===== config.mk =====
export PLATFORM = sky130hd
export DESIGN_NAME = shot_mover
export DESIGN_NICKNAME = d
export VERILOG_FILES = /design/src/rtl/shot_mover.sv
export SDC_FILE = /design/constraint.sdc
export NUM_CORES = 1
export LEC_CHECK = 0
export CAP_MARGIN = 20
export CORE_AREA = 3 3 83 125
export DETAILED_ROUTE_END_ITERATION = 12
export DIE_AREA = 0 0 86 128
export DONT_BUFFER_PORTS = 1
export GPL_TIMING_DRIVEN = 0
export SYNTH_ARGS = -nofsm -noshare
export SYNTH_HDL_FRONTEND = slang
export SYNTH_SLANG_ARGS = --single-unit

===== constraint.sdc =====
create_clock -name clk -period 3 [get_ports clk]
set_input_delay 0.75 -clock clk [delete_from_list [all_inputs] [get_ports clk]]
set_output_delay 0.75 -clock clk [all_outputs]
set_load 0.1 [all_outputs]

===== src/rtl/shot_mover.sv =====
// -----------------------------------------------------------------------------
// shot_mover
//
// This block moves a single projectile ("shot") up the screen. It also
// produces the per-pixel box information that the bitmap stage uses to draw
// the sprite.
//
// Shot life cycle:
//   IDLE      Waits for fire. When fire is accepted, the launch position is
//             latched. The X position is clamped so the sprite stays on screen.
//   FLYING    The shot moves up by SPEED_Y pixels on every startOfFrame.
//             The flight ends on a collision, or when the next step would
//             move the shot above row 0.
//   COOLDOWN  Dead time of COOLDOWN_FRAMES frames before the next shot can
//             be fired. This state is only used when SHOT_COOLDOWN_EN is
//             defined.
//
// Configuration macro:
//   SHOT_COOLDOWN_EN
//     Defined:   a finished shot goes through COOLDOWN, timed by an 8-bit
//                frame counter.
//     Undefined: a finished shot returns directly to IDLE, and
//                COOLDOWN_FRAMES has no effect.
//
// Ports:
//   clk              in   system clock; all logic runs on the rising edge
//   resetN           in   synchronous active-low reset
//   startOfFrame     in   one-cycle pulse per video frame
//   pixelX/pixelY    in   current scan position (11 bits each)
//   fire             in   launch request (level, sampled every cycle)
//   launchX/launchY  in   requested top-left position of the shot at launch
//   collision        in   the shot hit something; ends the flight
//   offsetX/offsetY  out  scan pixel minus shot top-left; 0 when outside the box
//   InsideRectangle  out  scan pixel lies inside the flying shot's box
//   shotActive       out  high while the state is FLYING
//   fireAck          out  one-cycle pulse when a fire request is accepted
// -----------------------------------------------------------------------------
module shot_mover #(
    parameter int OBJECT_WIDTH_X  = 16,
    parameter int OBJECT_HEIGHT_Y = 16,
    parameter int SCREEN_WIDTH    = 640,
    parameter int SPEED_Y         = 4,
    parameter int COOLDOWN_FRAMES = 8
) (
    input  logic        clk,
    input  logic        resetN,
    input  logic        startOfFrame,
    input  logic [10:0] pixelX,
    input  logic [10:0] pixelY,
    input  logic        fire,
    input  logic [10:0] launchX,
    input  logic [10:0] launchY,
    input  logic        collision,
    output logic [10:0] offsetX,
    output logic [10:0] offsetY,
    output logic        InsideRectangle,
    output logic        shotActive,
    output logic        fireAck
);

    typedef enum logic [1:0] {
        IDLE     = 2'd0,
        FLYING   = 2'd1,
        COOLDOWN = 2'd2
    } state_t;

    // Largest top-left X that still keeps the whole sprite on screen.
    localparam logic [11:0] MAX_X    = 12'(SCREEN_WIDTH - OBJECT_WIDTH_X);
    localparam logic [11:0] WIDTH12  = 12'(OBJECT_WIDTH_X);
    localparam logic [11:0] HEIGHT12 = 12'(OBJECT_HEIGHT_Y);
    localparam logic [11:0] SPEED12  = 12'(SPEED_Y);
    localparam logic [10:0] SPEED11  = 11'(SPEED_Y);

    state_t      state;
    logic [10:0] top_left_x;
    logic [10:0] top_left_y;

`ifdef SHOT_COOLDOWN_EN
    localparam logic [7:0] COOLDOWN_LOAD = 8'(COOLDOWN_FRAMES);
    logic [7:0] cooldown_cnt;
`else
    // Without the cooldown feature, COOLDOWN_FRAMES is not used.
    // This signal only absorbs it so the parameter is still referenced.
    logic unused_cooldown_cfg;
    assign unused_cooldown_cfg = ^8'(COOLDOWN_FRAMES);
`endif

    // ---------------------------------------------------------------------
    // Combinational helpers
    // ---------------------------------------------------------------------

    // All box comparisons are widened to 12 bits. This keeps
    // top_left + size from wrapping near the 11-bit limit.
    logic [11:0] px12;
    logic [11:0] py12;
    logic [11:0] tlx12;
    logic [11:0] tly12;
    logic        inside_x;
    logic        inside_y;
    logic [10:0] launch_x_clamped;
    logic        y_would_underflow;
    logic        shot_end;

    assign px12  = {1'b0, pixelX};
    assign py12  = {1'b0, pixelY};
    assign tlx12 = {1'b0, top_left_x};
    assign tly12 = {1'b0, top_left_y};

    assign inside_x = (px12 >= tlx12) && (px12 < tlx12 + WIDTH12);
    assign inside_y = (py12 >= tly12) && (py12 < tly12 + HEIGHT12);

    assign launch_x_clamped = ({1'b0, launchX} > MAX_X) ? MAX_X[10:0] : launchX;

    // Another step would move the shot above row 0. The flight ends here
    // instead of storing a wrapped (underflowed) Y position.
    assign y_would_underflow = (tly12 < SPEED12);

    // Collision has priority over movement. Either event ends the flight.
    assign shot_end = (state == FLYING) &&
                      (collision || (startOfFrame && y_would_underflow));

    // ---------------------------------------------------------------------
    // State, position and registered outputs
    // ---------------------------------------------------------------------
    // NOTE: all state is updated with non-blocking assignments. Every
    // right-hand side therefore sees the value from before this edge.
    // Because of this, the box compare below uses the top-left position
    // from before any movement that happens in the same cycle.
    always_ff @(posedge clk) begin
        if (!resetN) begin
            state           <= IDLE;
            top_left_x      <= '0;
            top_left_y      <= '0;
`ifdef SHOT_COOLDOWN_EN
            cooldown_cnt    <= '0;
`endif
            offsetX         <= '0;
            offsetY         <= '0;
            InsideRectangle <= 1'b0;
            shotActive      <= 1'b0;
            fireAck         <= 1'b0;
        end else begin
            // Box outputs: one cycle of latency from pixelX/pixelY.
            if ((state == FLYING) && inside_x && inside_y) begin
                InsideRectangle <= 1'b1;
                offsetX         <= pixelX - top_left_x;
                offsetY         <= pixelY - top_left_y;
            end else begin
                InsideRectangle <= 1'b0;
                offsetX         <= '0;
                offsetY         <= '0;
            end

            fireAck <= 1'b0;

            case (state)
                IDLE: begin
                    if (fire) begin
                        top_left_x <= launch_x_clamped;
                        top_left_y <= launchY;
                        fireAck    <= 1'b1;
                        shotActive <= 1'b1;
                        state      <= FLYING;
                    end
                end

                FLYING: begin
                    if (shot_end) begin
                        shotActive <= 1'b0;
`ifdef SHOT_COOLDOWN_EN
                        cooldown_cnt <= COOLDOWN_LOAD;
                        state        <= COOLDOWN;
`else
                        state        <= IDLE;
`endif
                    end else if (startOfFrame) begin
                        top_left_y <= top_left_y - SPEED11;
                    end
                end

                COOLDOWN: begin
`ifdef SHOT_COOLDOWN_EN
                    // The counter counts down to 0, one step per frame.
                    // The next startOfFrame after it reaches 0 releases
                    // the block back to IDLE.
                    if (startOfFrame) begin
                        if (cooldown_cnt == 8'd0) begin
                            state <= IDLE;
                        end else begin
                            cooldown_cnt <= cooldown_cnt - 8'd1;
                        end
                    end
`else
                    // Cannot be reached without the cooldown feature.
                    state <= IDLE;
`endif
                end

                default: begin
                    state      <= IDLE;
                    shotActive <= 1'b0;
                end
            endcase
        end
    end

endmodule


==> impl_results.md <==
- Placed cells: around 490
- Post-synth EDFFs: 0
- Post-synth top area share: between 20% and 30%
- Worst VDD drop: roughly 0.22 mV
- Syn Nets: 470
- Relative slew slack: between 20% and 30%
- Setup TNS: 0 ns
- Fmax achieved: 0.368 GHz
- Period minus WS final: approximately 2.7 ns
- Cells after Synth: 379
- Total number of vias: 2768
- Clock Skew: 0.00670 ns
- Vias in the first global route: 2802
- Top Ports: 74
- Pre-antenna DRT Iters: 5
- Yosys cell types: just over 60
- Ant. Diodes: 0
- Clock transition at path regs: 0.07 ns
- Initial antenna violation count: 0
- Worst-Skew Late Latency: 0.29 ns
- Maxcap violations: 0
- Die area: about 11000 sq um
- Fin cells: just under 500
- Area contributors post-synth: dfxtp_1, ha_1, nor2_1
- Initial core utilization: a little over a third
- Setup crit end kind: flop
- Worst r2r src: top_left_x[6]
- Post-synthesis mux area share: less than 1%
- Worst hold slack: 0.488 ns
- PD cells: approximately 490 nW/um^2
- Die Y: ~130 um
- Commonest non-fill, non-tap cell in the layout: dfxtp_1
- Synth Area in Adders: between 15 and 20%
- Post-Syn Area per Cell: around 8.6 sq um
- Unrepaired setup endpoints after global routing: no
- Crit path required time: approximately 3.2 ns
- Utilization after layout: approximately two fifths
- Status: finished, final reports clean
- DRC viols: 0
- Tot Pwr: about 1.7 mW
- Synth Area in Simple Gates: between 15 and 20%
- Via/cell ratio: 5.57
- Detail Placement HPWL: between 7 and 8 mm
- Crit Path Category: flop to flop
- Initial drt markers: 108
- Worst hold path class: flop to flop
- Compound-Gate Fraction of Synth Area: approximately a quarter
- First-pass GRT wire length: around 14 mm
- Clock Sinks: 47
- # port buffers: 0
- Least-Margin Pin Slew: ~1.1 ns
- Yosys warnings: 0
- Max FO, Critical Path: 10
- Final Net Count: around 480
- Seq/Total Area, Yosys: between 20% and 30%
- Htree depth: 2
- Largest family of logic cells by synthesized area: compound AO/OA/AOI/OAI gates
- Largest net degree at the start of global routing: 13
- Ys async rst share: 0%
- Tcrit/Tclk final: between 90% and 100%
- Hold path start: top_left_x[10]
- Synthesis-to-layout area growth: 8.26%
- Total Routing Usage GR: ~16%
- Worst EP arrival: approximately 2.9 ns
- Crit. Startpoint: top_left_x[6]
- GR Overflow Total: 0
- Post-Synthesis Cell Area: approximately 3300 sq um
- Synth area leader: dfxtp_1
- Pins Over Slew Limit: 0
- Final wirelength: ~8.7 mm
- Setup Buffers After CTS: 0
- Flops & latches, synth: 47
- Lkg Pwr: between 1 and 1.5 nW
- Fin. Hold Viols: 0
- Rows: 43
- CTS Buf Count: 5
- CTS tree: yes
- Post-route ant nets: 0
- Most frequent cells in the layout: dfxtp_1, ha_1, nor2_1
- Routability Congestion: ~0.85
- Critical Path Start Type: flop
- Synth Area in XOR/XNOR: just under 6%
- CTS Root Cell: clkbuf_16
- Main flop type after synthesis: dfxtp_1
- Wire per inst: roughly 18 um
- Area of the core: 9310 sq um
- Die width: between 80 and 90 um
- Share of post-route cells with drive strength above 1: 7.01%
- Max Root-Sink Buffers: 2
- Endpoints failing setup: 0
synthesized netlist by cell type, types with 2 or more instances:
cell	number
a211o_1	2
a211oi_1	6
a21boi_0	4
a21o_1	2
a21oi_1	21
a221oi_1	2
a22oi_1	7
a31oi_1	5
and2_1	6
and3_1	6
buf_2	2
buf_6	2
clkbuf_1	5
dfxtp_1	47
fa_1	2
ha_1	40
inv_1	37
mux2i_1	2
nand2_1	11
nand2b_1	3
nand3_1	9
nand4_1	6
nor2_1	39
nor2b_1	10
nor3_1	10
nor4_1	3
o211a_1	2
o211ai_1	2
o21a_1	5
o21ai_0	19
o21ba_2	2
o221a_2	5
o221ai_1	2
o31a_1	2
o41ai_1	3
or2_2	2
or3_1	2
xnor2_1	16
xor2_1	6
flip-flops by register name, summed over array words and instances (netlist names):
register         flops
InsideRectangle      1
shotActive           1
top_left_y          11
offsetX             11
top_left_x          11
offsetY             11
fireAck              1
critical path: stages (launching register included):
cell and delay [ns]:
dfxtp_1 0.45, inv_1 0.10, nor3_1 0.29, nand3_1 0.13, xnor2_1 0.14, ha_1 0.29, o211a_1 0.13, a211oi_1 0.27
o31ai_1 0.12, a21oi_1 0.22, o311ai_4 0.18, buf_6 0.18, a31oi_1 0.15
report_power, final:
part	switching [mW]	internal (mW)	leakage, nW
Combinational	0.280	0.211	0.968
Clock	0.230	0.300	0.0628
Sequential	0.0609	0.650	0.383
Total	0.571	1.16	1.41
cells by family after synthesis:
kind of cell	count (synthesis)
AOI/OAI and AO/OA	108
xor gates and xnor gates	22
buffers and inverters	47
DFF	47
muxes	2
adders and majority gates	42
and+or+nand+nor	111
final cells by class:
type                    instances  area [sq um]
clock buffers                   6           129
well taps                     112           140
flip-flops and latches         47           941
multi-input cells             285          2130
fillers                       946          5770
plain buffers                  10          58.8
inverters                      37           139
worst paths after layout:
kind,end,slack [ns],depth (start not counted)
max,offsetX[10],0.28,12
min,top_left_x[10],0.49,1
max reg2reg,offsetX[10],0.28,12
min reg2reg,top_left_x[10],0.49,1
per-layer routing:
metal | vias up | GRT usage (%) | wire length, um | share of wire [%]
met4 | 0 | 9.32 | 379 | 4.3
met5 | - | 0 | 0 | 0
met3 | 19 | 4.05 | 489 | 5.6
met1 | 1293 | 15.3 | 3140 | 36
li1 | 1389 | - | - | -
met2 | 67 | 30.0 | 4720 | 54
through the flow:
stage | instance area [sq um] | worst slack, ns
after detailed placement | 3410 | 0.120
final | 3540 | 0.280
after global placement | 3410 | 0.164
after global routing | 3540 | 0.0134
after floorplan | 3270 | 0.440
after CTS | 3540 | 0.263
what timing repair did:
| item | 4_1_cts | 5_1_grt |
|---|---|---|
| hold endpoints to repair | 0 | 0 |
| endpoints found under the setup margin | 0 | 2 |
| gates resized for setup | 0 | 1 |
| hold buffers | 0 | 0 |
No activity file was read; power rests on OpenSTA's default activity.
